### src/rtl/nibble_serial_subtractor.sv
// nibble_serial_subtractor: multi-cycle WIDTH-bit subtractor (a - b).
// One 4-bit slice is processed per clock, LSB slice first, using a
// propagate/generate lookahead on a + ~b + carry. A registered carry
// (inverted borrow) chains the slices together. Operands enter through a
// valid/ready handshake and the result leaves through another.
// Optional feature macro: SUB_SATURATE_EN -- when defined, an overflowing
// result is replaced by the signed saturation value of the minuend's sign.
module nibble_serial_subtractor #(
    parameter int WIDTH = 16
) (
    input  logic             clk,
    input  logic             rst_n,
    input  logic             in_valid,
    output logic             in_ready,
    input  logic [WIDTH-1:0] a,
    input  logic [WIDTH-1:0] b,
    output logic             out_valid,
    input  logic             out_ready,
    output logic [WIDTH-1:0] diff,
    output logic             borrow,
    output logic             ovf,
    output logic             zero
);

    localparam int NSLICE = WIDTH / 4;
    localparam int CW     = (NSLICE > 1) ? $clog2(NSLICE) : 1;
    localparam int MSB    = WIDTH - 1;

    typedef enum logic [1:0] {
        IDLE = 2'd0,
        RUN  = 2'd1,
        DONE = 2'd2
    } state_t;

    state_t           state_q,  state_d;
    logic [WIDTH-1:0] a_q,      a_d;
    logic [WIDTH-1:0] b_q,      b_d;
    logic [CW-1:0]    cnt_q,    cnt_d;
    logic             carry_q,  carry_d;
    logic [WIDTH-1:0] res_q,    res_d;
    logic [WIDTH-1:0] diff_q,   diff_d;
    logic             borrow_q, borrow_d;
    logic             ovf_q,    ovf_d;
    logic             zero_q,   zero_d;

    logic [WIDTH-1:0] aShift;
    logic [WIDTH-1:0] bShift;
    logic [3:0]       sliceA;
    logic [3:0]       sliceNotB;
    logic [3:0]       prop;
    logic [3:0]       gen;
    logic [4:0]       carries;
    logic [3:0]       sliceSum;
    logic [WIDTH-1:0] rawDiff;
    logic             rawOvf;
    logic [WIDTH-1:0] finalDiff;
    logic             lastSlice;

    // Select the current nibble and resolve its four carries by lookahead.
    always_comb begin
        aShift     = a_q >> {cnt_q, 2'b00};
        bShift     = b_q >> {cnt_q, 2'b00};
        sliceA     = aShift[3:0];
        sliceNotB  = ~bShift[3:0];
        prop       = sliceA ^ sliceNotB;
        gen        = sliceA & sliceNotB;
        carries[0] = carry_q;
        carries[1] = gen[0]
                   | (prop[0] & carries[0]);
        carries[2] = gen[1]
                   | (prop[1] & gen[0])
                   | (prop[1] & prop[0] & carries[0]);
        carries[3] = gen[2]
                   | (prop[2] & gen[1])
                   | (prop[2] & prop[1] & gen[0])
                   | (prop[2] & prop[1] & prop[0] & carries[0]);
        carries[4] = gen[3]
                   | (prop[3] & gen[2])
                   | (prop[3] & prop[2] & gen[1])
                   | (prop[3] & prop[2] & prop[1] & gen[0])
                   | (prop[3] & prop[2] & prop[1] & prop[0] & carries[0]);
        sliceSum   = prop ^ carries[3:0];
    end

    // Assemble the full result as it will look after the last slice, and
    // derive overflow and the value that will actually be driven on diff.
    always_comb begin
        rawDiff   = {sliceSum, res_q[WIDTH-1:4]};
        rawOvf    = (a_q[MSB] != b_q[MSB]) && (rawDiff[MSB] != a_q[MSB]);
        finalDiff = rawDiff;
`ifdef SUB_SATURATE_EN
        if (rawOvf) begin
            finalDiff = a_q[MSB] ? {1'b1, {(WIDTH-1){1'b0}}}
                                 : {1'b0, {(WIDTH-1){1'b1}}};
        end
`endif
    end

    assign lastSlice = (cnt_q == CW'(NSLICE - 1));

    // Next-state and datapath updates for the IDLE/RUN/DONE sequencer.
    always_comb begin
        state_d  = state_q;
        a_d      = a_q;
        b_d      = b_q;
        cnt_d    = cnt_q;
        carry_d  = carry_q;
        res_d    = res_q;
        diff_d   = diff_q;
        borrow_d = borrow_q;
        ovf_d    = ovf_q;
        zero_d   = zero_q;
        unique case (state_q)
            IDLE: begin
                if (in_valid) begin
                    a_d     = a;
                    b_d     = b;
                    cnt_d   = '0;
                    carry_d = 1'b1;
                    state_d = RUN;
                end
            end
            RUN: begin
                res_d   = rawDiff;
                carry_d = carries[4];
                cnt_d   = cnt_q + CW'(1);
                if (lastSlice) begin
                    diff_d   = finalDiff;
                    borrow_d = ~carries[4];
                    ovf_d    = rawOvf;
                    zero_d   = (finalDiff == '0);
                    state_d  = DONE;
                end
            end
            DONE: begin
                if (out_ready) begin
                    state_d = IDLE;
                end
            end
            default: begin
                state_d = IDLE;
            end
        endcase
    end

    // State and datapath registers, cleared asynchronously by rst_n.
    always_ff @(posedge clk or negedge rst_n) begin
        if (!rst_n) begin
            state_q  <= IDLE;
            a_q      <= '0;
            b_q      <= '0;
            cnt_q    <= '0;
            carry_q  <= 1'b1;
            res_q    <= '0;
            diff_q   <= '0;
            borrow_q <= 1'b0;
            ovf_q    <= 1'b0;
            zero_q   <= 1'b0;
        end else begin
            state_q  <= state_d;
            a_q      <= a_d;
            b_q      <= b_d;
            cnt_q    <= cnt_d;
            carry_q  <= carry_d;
            res_q    <= res_d;
            diff_q   <= diff_d;
            borrow_q <= borrow_d;
            ovf_q    <= ovf_d;
            zero_q   <= zero_d;
        end
    end

    assign in_ready  = (state_q == IDLE);
    assign out_valid = (state_q == DONE);
    assign diff      = diff_q;
    assign borrow    = borrow_q;
    assign ovf       = ovf_q;
    assign zero      = zero_q;

endmodule

### config.mk
export PLATFORM = sky130hd
export DESIGN_NAME = nibble_serial_subtractor
export DESIGN_NICKNAME = d
export VERILOG_FILES = /design/src/rtl/nibble_serial_subtractor.sv
export SDC_FILE = /design/constraint.sdc
export NUM_CORES = 1
export LEC_CHECK = 0
export CORE_MARGIN = 2
export CORE_UTILIZATION = 48
export DETAILED_ROUTE_END_ITERATION = 10
export PLACE_DENSITY = 0.78
export SLEW_MARGIN = 30
export SYNTH_ARGS = -nofsm -noshare
export SYNTH_HDL_FRONTEND = slang
export SYNTH_SLANG_ARGS = --single-unit
### constraint.sdc
create_clock -name clk -period 6.6 [get_ports clk]
set_clock_uncertainty 0.15 [all_clocks]
set_input_delay 1.32 -clock clk [delete_from_list [all_inputs] [get_ports clk]]
set_output_delay 1.32 -clock clk [all_outputs]
set_load 0.1 [all_outputs]
==> summary.txt <==
Synth
  – Sequential cell area fraction in the yosys report: 56.5%
  – Area contributors post-synth: dfrtp_1, mux2_2, mux4_2
  – Post-synth EDFFs: 0
  – Synth warn: 0
  – Post-synth top flop: dfrtp_1
  – Synth area leader: dfrtp_1
  – Async SR Flop Fraction: 100%
  – Syn Std Cell Area: 0.00301 mm2
  – Post-synth cell types: 37
  – Synthesized flop and latch total: 68
  – Cells after Synth: 208
  – Synthesized area per cell: 14.5 um2
  – Share of the synthesized area in the top cell type: 55.7%
  – Synth Net Count: 250

Setup path
  – Worst Path Arrival: 2.11 ns
  – CP required: 5.13 ns
  – Worst setup path class: reg -> out
  – Crit path launch type: register
  – CP endpoint kind: primary output
  – Crit-path max FO: 5

Floorplanning
  – I/O pin count: 57
  – Initial Util: 50.3%
  – CORE AREA: 0.00599 mm2
  – Die H: 83.2 um
  – Die W: 83.2 um
  – Row count: 28
  – Die Area: 0.00692 mm2

Global routing
  – Vias in the first global route: 1892
  – First-pass GRT wire length: 8760 um
  – Initial antenna violation count: 0
  – Grt total ovfl: 0
  – Largest net degree at the start of global routing: 69
  – All-layer global routing usage: 16.1%

STA
  – Final Max Slew Viols: 0
  – Worst Tran Pin Value: 0.981 ns
  – Setup tns final: 0 ns
  – Min Tclk post-route: 3.58 ns
  – Final-report hold violation count: 0
  – RSZ-0062 raised after global routing: false
  – Final setup viols: 0
  – Fmax: 0.280 GHz
  – Slew margin rel.: 34.4%
  – Period utilization: 54.2%

Clock tree
  – CTS Hold Bufs: 0
  – Total CTS buffers: 9
  – H-tree depth: 3
  – Clock Pin Slew Worst Setup and Hold Paths: 0.07 ns
  – Clock insertion delay at the later pin of the skew report: 0.33 ns
  – Post-CTS Repair Setup Buffers: 0
  – Post-CTS sizing: 0
  – TritonCTS clock tree: yes
  – Clock sink count: 68
  – Root buffer selected by CTS: clkbuf_8
  – Clock Path Buffers: 2

Cells and area
  – Multi-input logic area: 0.00121 mm2
  – NumNets Final: 309
  – Layout cells sized above 1: 30.3%
  – Sequential cell area: 0.00170 mm2
  – N_diodes: 0
  – P&R area growth vs syn: 25.3%
  – # fillers: 462

Run
  – Max_cap viols: 0

Placed design
  – HPWL Detailed: 3590 um
  – RePlAce Congestion: 0.762
  – PortBufs: 56

Detailed routing
  – Wire per inst: 14.8 um
  – Vias per std cell: 5.28
  – DR pass1 iterations: 4
  – Drc violations: 0
  – DR iter-0 viols: 66
  – Vias after detailed routing: 1826
  – Antenna Violating Nets Remaining: 0
  – Routed wire length: 5120 um

Worst hold path
  – Hold crit path type: reg -> reg

Outcome
  – Outcome: complete, no violations
-- final timing paths --
| kind | slack [ns] | end | from | depth (start not counted) |
|---|---|---|---|---|
| min | 0.34 | diff[13] | diff[13] | 2 |
| max in group asynchronous | 4.75 | b_q[7] | rst_n | 2 |
| max reg2reg | 3.71 | ovf | cnt_q[0] | 6 |
| min reg2reg | 0.34 | diff[13] | diff[13] | 2 |
| max | 3.02 | out_valid | state_q[0] | 3 |
| min in group asynchronous | 1.02 | diff[1] | rst_n | 2 |
-- worst max-delay path: stages (launching register included) --
cell,delay (ns)
dfrtp_1,0.44
nand2b_1,0.17
inv_1,0.05
clkdlybuf4s50_1,1.12
-- cell families (layout without fill, tap and decap cells) --
family / Yosys count / in the layout / synth area share (%)
AO/OA/AOI/OAI: 18 / 18 / 3.41
XOR/XNOR: 2 / 2 / 0.582
adder cells (fa/ha/maj): 6 / 6 / 2.74
buffers and inverters: 18 / 81 / 3.41
flip-flops: 68 / 68 / 56.5
multiplexers: 64 / 64 / 27.3
AND/OR/NAND/NOR: 32 / 32 / 6.07
-- Yosys cell counts, types with 2 or more instances --
master	n
xnor2_1	2
nor4_1	2
mux4_2	8
nand4_1	2
or3b_1	2
inv_1	8
dfrtp_1	67
ha_1	5
buf_6	4
nor3_1	2
and2_1	2
nor2_1	5
mux2_2	52
mux2_4	3
nand2_1	8
buf_2	4
o21ai_0	12
-- state kept, by name (all words and copies together), names as in the netlist --
register	count
a_q	16
b_q	16
borrow	1
carry_q	1
cnt_q	2
diff	16
ovf	1
res_q	12
state_q	2
zero	1
-- per-stage QoR --
| step | cells | worst slack [ns] | area [um2] | hold slack (ns) | utilization [%] |
|---|---|---|---|---|---|
| floorplan | 208 | 3.89 | 3010 | 0.323 | - |
| global placement | 331 | 3.38 | 3600 | 0.311 | 60.2 |
| detailed placement | 331 | 3.37 | 3600 | 0.341 | 60.2 |
| CTS | 346 | 3.02 | 3770 | 0.356 | 63.0 |
| global route | 346 | 2.94 | 3770 | 0.367 | 63.0 |
| finish | 346 | 3.02 | 3770 | 0.342 | 63.0 |
-- layout by cell type (no fill, tap or decap), drive strengths merged, types with 3 or more instances in the layout --
cell type / count
clkdlybuf4s50: 55
nor2: 6
nand2: 8
inv: 8
mux2: 55
mux4: 8
o21ai: 12
buf: 3
dfrtp: 67
ha: 5
clkbuf: 13
-- layout make-up --
| cell class | count | area share, % |
|---|---|---|
| clock buffers | 13 | 4.21 |
| clock inverters | 2 | 0.265 |
| repair buffers | 58 | 15.1 |
| inverters | 8 | 0.796 |
| well taps | 75 | 2.49 |
| multi-input cells | 122 | 32.0 |
| flip-flops and latches | 68 | 45.1 |
-- routing by layer --
layer	track usage (%)	vias up	part of all wire [%]
li1	-	865	-
met1	20.3	906	44
met2	26.3	46	50
met3	5.07	9	4.6
met4	5.81	0	1.5
met5	0	-	0
Power is not shown: default switching activity piles up to over one toggle a cycle in this logic, so the estimate is an artifact.
